### src/rtl/lsu_port_pkg.sv
// rtl/lsu_port_pkg.sv - shared encodings and state type for the load/store port
package lsu_port_pkg;

  localparam logic [31:0] LSU_MEM_BASE = 32'h0100_0000;

  localparam logic [2:0] F3_B  = 3'b000;
  localparam logic [2:0] F3_H  = 3'b001;
  localparam logic [2:0] F3_W  = 3'b010;
  localparam logic [2:0] F3_BU = 3'b100;
  localparam logic [2:0] F3_HU = 3'b101;

  localparam logic [1:0] SZ_BYTE = 2'd0;
  localparam logic [1:0] SZ_HALF = 2'd1;
  localparam logic [1:0] SZ_WORD = 2'd2;

  typedef enum logic [1:0] {
    ST_IDLE   = 2'd0,
    ST_ACCESS = 2'd1,
    ST_SPLIT  = 2'd2,
    ST_RESP   = 2'd3
  } lsu_state_e;

  // Stores only exist as B/H/W; loads additionally allow BU/HU.
  function automatic logic f3_illegal(input logic [2:0] f3, input logic store);
    return (f3 == 3'b011) || (f3[2:1] == 2'b11) || (store && f3[2]);
  endfunction

endpackage

### src/rtl/load_extend.sv
// rtl/load_extend.sv - sign/zero extension of raw load data by funct3
module load_extend
  import lsu_port_pkg::*;
(
  input  logic [2:0]  funct3,
  input  logic [31:0] raw,
  output logic [31:0] result
);

  always_comb begin
    case (funct3)
      F3_B:    result = {{24{raw[7]}}, raw[7:0]};
      F3_H:    result = {{16{raw[15]}}, raw[15:0]};
      F3_BU:   result = {24'd0, raw[7:0]};
      F3_HU:   result = {16'd0, raw[15:0]};
      default: result = raw;
    endcase
  end

endmodule

### src/rtl/lsu_port.sv
// rtl/lsu_port.sv - RISC-V load/store unit port onto a combinational byte-addressed memory
module lsu_port
  import lsu_port_pkg::*;
#(
  parameter logic [31:0] MEM_BASE  = LSU_MEM_BASE,
  parameter int unsigned MEM_BYTES = 1048576
) (
  input  logic        clock,
  input  logic        reset,
  input  logic        req_valid,
  output logic        req_ready,
  input  logic        req_store,
  input  logic [2:0]  req_funct3,
  input  logic [31:0] req_addr,
  input  logic [31:0] req_wdata,
  output logic        rsp_valid,
  input  logic        rsp_ready,
  output logic [31:0] rsp_rdata,
  output logic        rsp_error,
  output logic [31:0] mem_address,
  output logic        mem_read_write,
  output logic [31:0] mem_data_in,
  output logic [1:0]  mem_access_size,
  input  logic [31:0] mem_data_out
);

  localparam logic [32:0] MEM_LIMIT = {1'b0, MEM_BASE} + 33'(MEM_BYTES);

  lsu_state_e  state_q, state_d;
  logic        store_q, store_d;
  logic [2:0]  funct3_q, funct3_d;
  logic [31:0] addr_q, addr_d;
  logic [31:0] wdata_q, wdata_d;
  logic [31:0] data_q, data_d;
  logic [31:0] rdata_q, rdata_d;
  logic [1:0]  beat_q, beat_d;
  logic        err_q, err_d;

  logic [32:0] req_end;
  logic        req_bad;
  logic        req_split;
  logic [31:0] raw_beat;
  logic [31:0] ext_raw;
  logic [31:0] ext_data;
  logic [1:0]  last_beat;

  // Last byte computed with a carry bit so a wrap past 2^32 lands above MEM_LIMIT.
  always_comb begin
    case (req_funct3[1:0])
      SZ_BYTE: req_end = {1'b0, req_addr};
      SZ_HALF: req_end = {1'b0, req_addr} + 33'd1;
      default: req_end = {1'b0, req_addr} + 33'd3;
    endcase
    req_bad   = f3_illegal(req_funct3, req_store) || (req_addr < MEM_BASE) ||
                req_end[32] || (req_end >= MEM_LIMIT);
    req_split = ((req_funct3[1:0] == SZ_HALF) && req_addr[0]) ||
                ((req_funct3 == F3_W) && (req_addr[1:0] != 2'b00));
  end

  always_comb begin
    raw_beat = data_q;
    raw_beat[{beat_q, 3'b000} +: 8] = mem_data_out[7:0];
  end

  assign ext_raw   = (state_q == ST_SPLIT) ? raw_beat : mem_data_out;
  assign last_beat = (funct3_q[1:0] == SZ_WORD) ? 2'd3 : 2'd1;

  load_extend u_load_extend (
    .funct3 (funct3_q),
    .raw    (ext_raw),
    .result (ext_data)
  );

  always_comb begin
    state_d  = state_q;
    store_d  = store_q;
    funct3_d = funct3_q;
    addr_d   = addr_q;
    wdata_d  = wdata_q;
    data_d   = data_q;
    rdata_d  = rdata_q;
    beat_d   = beat_q;
    err_d    = err_q;
    case (state_q)
      ST_IDLE: begin
        if (req_valid) begin
          store_d  = req_store;
          funct3_d = req_funct3;
          addr_d   = req_addr;
          wdata_d  = req_wdata;
          data_d   = 32'd0;
          rdata_d  = 32'd0;
          beat_d   = 2'd0;
          err_d    = 1'b0;
          if (req_bad) begin
            err_d   = 1'b1;
            state_d = ST_RESP;
          end else if (req_split) begin
            state_d = ST_SPLIT;
          end else begin
            state_d = ST_ACCESS;
          end
        end
      end
      ST_ACCESS: begin
        rdata_d = store_q ? 32'd0 : ext_data;
        state_d = ST_RESP;
      end
      ST_SPLIT: begin
        data_d = raw_beat;
        beat_d = beat_q + 2'd1;
        if (beat_q == last_beat) begin
          rdata_d = store_q ? 32'd0 : ext_data;
          state_d = ST_RESP;
        end
      end
      ST_RESP: begin
        if (rsp_ready) state_d = ST_IDLE;
      end
      default: state_d = ST_IDLE;
    endcase
  end

  always_comb begin
    mem_address     = MEM_BASE;
    mem_access_size = SZ_BYTE;
    mem_data_in     = 32'd0;
    mem_read_write  = 1'b0;
    case (state_q)
      ST_ACCESS: begin
        mem_address     = addr_q;
        mem_access_size = funct3_q[1:0];
        mem_data_in     = wdata_q;
        mem_read_write  = store_q;
      end
      ST_SPLIT: begin
        mem_address     = addr_q + {30'd0, beat_q};
        mem_access_size = SZ_BYTE;
        mem_data_in     = {24'd0, wdata_q[{beat_q, 3'b000} +: 8]};
        mem_read_write  = store_q;
      end
      default: ;
    endcase
  end

  always_ff @(posedge clock or posedge reset) begin
    if (reset) begin
      state_q  <= ST_IDLE;
      store_q  <= 1'b0;
      funct3_q <= 3'd0;
      addr_q   <= 32'd0;
      wdata_q  <= 32'd0;
      data_q   <= 32'd0;
      rdata_q  <= 32'd0;
      beat_q   <= 2'd0;
      err_q    <= 1'b0;
    end else begin
      state_q  <= state_d;
      store_q  <= store_d;
      funct3_q <= funct3_d;
      addr_q   <= addr_d;
      wdata_q  <= wdata_d;
      data_q   <= data_d;
      rdata_q  <= rdata_d;
      beat_q   <= beat_d;
      err_q    <= err_d;
    end
  end

  assign req_ready = (state_q == ST_IDLE);
  assign rsp_valid = (state_q == ST_RESP);
  assign rsp_rdata = rdata_q;
  assign rsp_error = err_q;

endmodule

### config.mk
export PLATFORM = sky130hd
export DESIGN_NAME = lsu_port
export DESIGN_NICKNAME = d
export VERILOG_FILES = /design/src/rtl/lsu_port_pkg.sv /design/src/rtl/load_extend.sv /design/src/rtl/lsu_port.sv
export SDC_FILE = /design/constraint.sdc
export NUM_CORES = 1
export LEC_CHECK = 0
export BUFFER_PORTS_ARGS = -buffer_cell sky130_fd_sc_hd__buf_4
export CORE_MARGIN = 3
export CORE_UTILIZATION = 40
export CTS_CLUSTER_SIZE = 30
export DETAILED_ROUTE_END_ITERATION = 16
export PLACE_DENSITY = 0.72
export SLEW_MARGIN = 20
export SYNTH_ARGS = -nofsm -noshare
export SYNTH_HDL_FRONTEND = slang
export SYNTH_SLANG_ARGS = --single-unit
### constraint.sdc
create_clock -name clock -period 4.6 [get_ports clock]
set_clock_uncertainty 0.1 [all_clocks]
set_input_delay 0.69 -clock clock [delete_from_list [all_inputs] [get_ports clock]]
set_output_delay 0.69 -clock clock [all_outputs]
set_load 0.05 [all_outputs]
==> results.md <==
- Cells after synthesis: 753
- Fin area: 10030 um^2
- Grt peak-use layer: met2
- GRT Resource Usage Total: 21.45%
- Gp weighted congestion: 0.9075
- Via count: 6715
- Die width: 144.9 um
- Required @ worst endpoint: 3.81 ns
- Die Ht: 144.9 um
- Pin count of the biggest net entering global routing: 73
- Mapped cell area: 7721 um^2
- Ratio of cells with drive above 1 in the final layout: 35.94%
- Mux contribution to synthesized area: 12.51%
- Pre-antenna DRT Iters: 5
- Top cell type's share of synthesized area: 44.40%
- Post-route minimum period: 4.120 ns
- First-pass GRT wire length: 36.85 mm
- PwrDens: 811.7 nW/um^2
- Worst path max stage delay: 0.48 ns
- Maximum vdd drop: 0.6870 mV
- Worst endpoint data arrival time: 3.33 ns
- Critical path, cell by cell: ha_1 > fa_1 > nand4_1 > nor3_1 > nand3_1 > nor2_2 > nand3_1 > xnor2_1 > a221o_1 > buf_4
- Net Count, Synth: 872
- Fin crit share: 89.57%
- Setup Crit Path Kind: reg2out
- Mean Syn Cell Area: 10.25 um^2
- Adder-cell share of the synthesized area: 2.625%
- Dpl cell area: 9459 um^2
- Rows: 50
- RSZ-0062 raised after global routing: no
- Crit path max fanout: 5
- Crit path max-delay cell type: nor3_1
- Register area share after synthesis: 44.40%
- Met2 Track Usage GR: 33.47%
- Clock latency on the worst-skew pair: 0.42 ns
- Core Footprint: 18830 um^2
- Vias in the first global route: 6875
- Main combinational cell family by area after synthesis: compound AO/OA/AOI/OAI gates
- Setup TNS: 0 ns
- Net total in the final layout: 1054
- # port buffers: 205
- Clock sink count: 137
- Iteration-0 DRC Markers: 459
- Synth Area in Simple Gates: 15.20%
- Syn. warnings: 0
- Pwr Total: 8.142 mW
- Post-DRT Antenna Nets: 0
- Root Buffer: clkbuf_16
- Final Max Tran Viols: 0
- Hold Vio Cnt, Final: 0
- Synth top area cells: dfrtp_1 44%, mux2_2 9.9%, a22o_1 5.4%, nor2_1 3.9%, a22oi_1 3.3%
- Synth Area in Compound Gates: 18.81%
- Final global-route overflow total: 0
- #FFs+latches synth: 137
- Met1 Usage GRT: 29.08%
- CP most frequent cell: nand3_1
- Synth area leader: dfrtp_1
- TritonCTS clock tree: done
- Family with the most delay on the worst path: simple AND/OR/NAND/NOR gates
- DP HPWL: 15.87 mm
- Inserted Clock Buffers: 17
- Async set-reset flop share out of synthesis: 100.0%
- EDFF count, synth: 0
- Worst hold margin: 0.2547 ns
- Reg2Reg Setup Slack: 1.35 ns
- Slew headroom: 34.08%
- Critical Path Start Type: register
- Max Cap Viol: 0
- Worst Tran Pin Value: 0.9813 ns
- Post-detailed-routing wire length: 22.37 mm
- Synth Flop Type: dfrtp_1
- Fmax: 0.2427 GHz
- Hold Buf Count CTS: 0
- DR vias/cell: 5.568
- Initial core utilization: 41.00%
- Initial antenna violation count: 0
- Io pins: 206
- HP Class: in2async
- CP Buf/Inv Count: 1
- Die area: 21010 um^2
- # diodes: 0
- Post-synthesis cell type count: 62
- Setup violators final: 0
- CP endpoint kind: primary output
- Synth Area in XOR/XNOR: 2.609%
- CTS H-Tree Depth: 4
- Area Overhead vs Synth: 29.91%
- Routing usage on met3: 5.934%
- Clock transition at path regs: 0.06 ns
- Outcome: completed
- CTS Buffer Depth: 2
- P_leak: 4.660 nW
- DR DRC count: 0
- DR WL/cell: 18.55 um
## repair_timing
item | CTS | global route
setup buffers | 0 | 0
endpoints found under the setup margin | 0 | 1
resized for setup | 0 | 1
hold endpoints to repair | 0 | 0
## flip-flops by register name, indices dropped and copies added, names as in the netlist
name	flops
store_q	1
beat_q	2
rsp_rdata	32
wdata_q	32
rsp_error	1
state_q	2
data_q	32
funct3_q	3
addr_q	32
## cell usage after synthesis (3+ instances only)
master / instances
a21o_1: 3
a21oi_1: 16
a221oi_1: 24
a22o_1: 48
a22oi_1: 34
a31oi_1: 4
and2_1: 29
and3_1: 8
buf_1: 9
clkbuf_1: 38
clkinv_1: 3
dfrtp_1: 137
ha_1: 13
inv_1: 15
mux2_2: 68
mux4_2: 8
nand2_1: 38
nand2b_1: 4
nand3_1: 21
nand3b_1: 3
nand4_1: 11
nor2_1: 81
nor2b_1: 3
nor3_1: 9
o21ai_0: 49
o21ai_1: 5
xnor2_1: 10
xor2_1: 13
## cell usage in the layout (no fill, tap or decap), types with 3 or more instances in the layout
cell        Yosys  layout
xor2_1         13      13
nand3b_1        3       3
clkinvlp_4      0       3
dfrtp_1       137     137
nand2b_1        4       4
a22o_1         48      48
and2_1         29      29
nor3_1          9       9
clkbuf_16       0      17
a22oi_1        34      34
xnor2_1        10      10
a21oi_1        16      16
nand4_1        11      11
a21o_1          3       3
mux2_2         68      68
inv_1          15      14
buf_4           2     215
o21ai_0        49      49
nor2b_1         3       3
a31oi_1         4       4
clkinv_1        3       3
nor2_1         81      80
mux4_2          8       8
nand2_1        38      37
a221oi_1       24      24
o21ai_1         5       5
and3_1          8       8
clkinv_4        0       3
nand3_1        21      21
ha_1           13      11
## cell type report
type / count / area (um^2)
repair buffers: 215 / 1614
inverters: 20 / 82.58
well taps: 260 / 325.3
clock buffers: 20 / 446.7
clock inverters: 10 / 122.6
multi-input cells: 544 / 4011
flip-flops and latches: 137 / 3428
fillers: 1732 / 8800
## routing by layer
metal	routed length, um	vias to the layer above
li1	-	3140
met1	10020	3300
met2	10410	249
met3	1548	26
met4	384	0
met5	0	-
## cell families (layout without fill, tap and decap cells)
| family | after synthesis | in the layout |
|---|---|---|
| DFF | 137 | 137 |
| muxes | 78 | 78 |
| AOI/OAI and AO/OA | 201 | 201 |
| adders and majority gates | 15 | 15 |
| and+or+nand+nor | 227 | 227 |
| buffers and inverters | 72 | 265 |
| xor gates and xnor gates | 23 | 23 |
## metrics by stage
stage,setup WS [ns],util [%],cells
2_1_floorplan,0.1422,-,753
3_3_place_gp,0.8950,50.23,1176
3_5_place_dp,0.8200,50.23,1176
4_1_cts,0.3447,53.26,1206
5_1_grt,0.1930,53.27,1206
6_report,0.4797,53.27,1206
## path summary, 6_finish.rpt
check	endpoint	start	cells after the start
min in group clock	rsp_rdata[11]$_DFFE_PP0P_	rsp_rdata[11]$_DFFE_PP0P_	2
hold / removal	wdata_q[17]$_DFFE_PP0P_	reset	2
hold reg to reg	rsp_rdata[11]$_DFFE_PP0P_	rsp_rdata[11]$_DFFE_PP0P_	2
setup / recovery	mem_address[24]	addr_q[0]$_DFFE_PP0P_	10
max in group asynchronous	rsp_rdata[10]$_DFFE_PP0P_	reset	3
setup reg to reg	rsp_rdata[15]$_DFFE_PP0P_	state_q[0]$_DFFE_PP0P_	8
## report_power, final
| group | internal [mW] | switching [mW] |
|---|---|---|
| combinational | 1.63 | 3.04 |
| sequential | 1.69 | 0.449 |
| clock | 0.808 | 0.533 |
(Power assumes the default switching activity.)
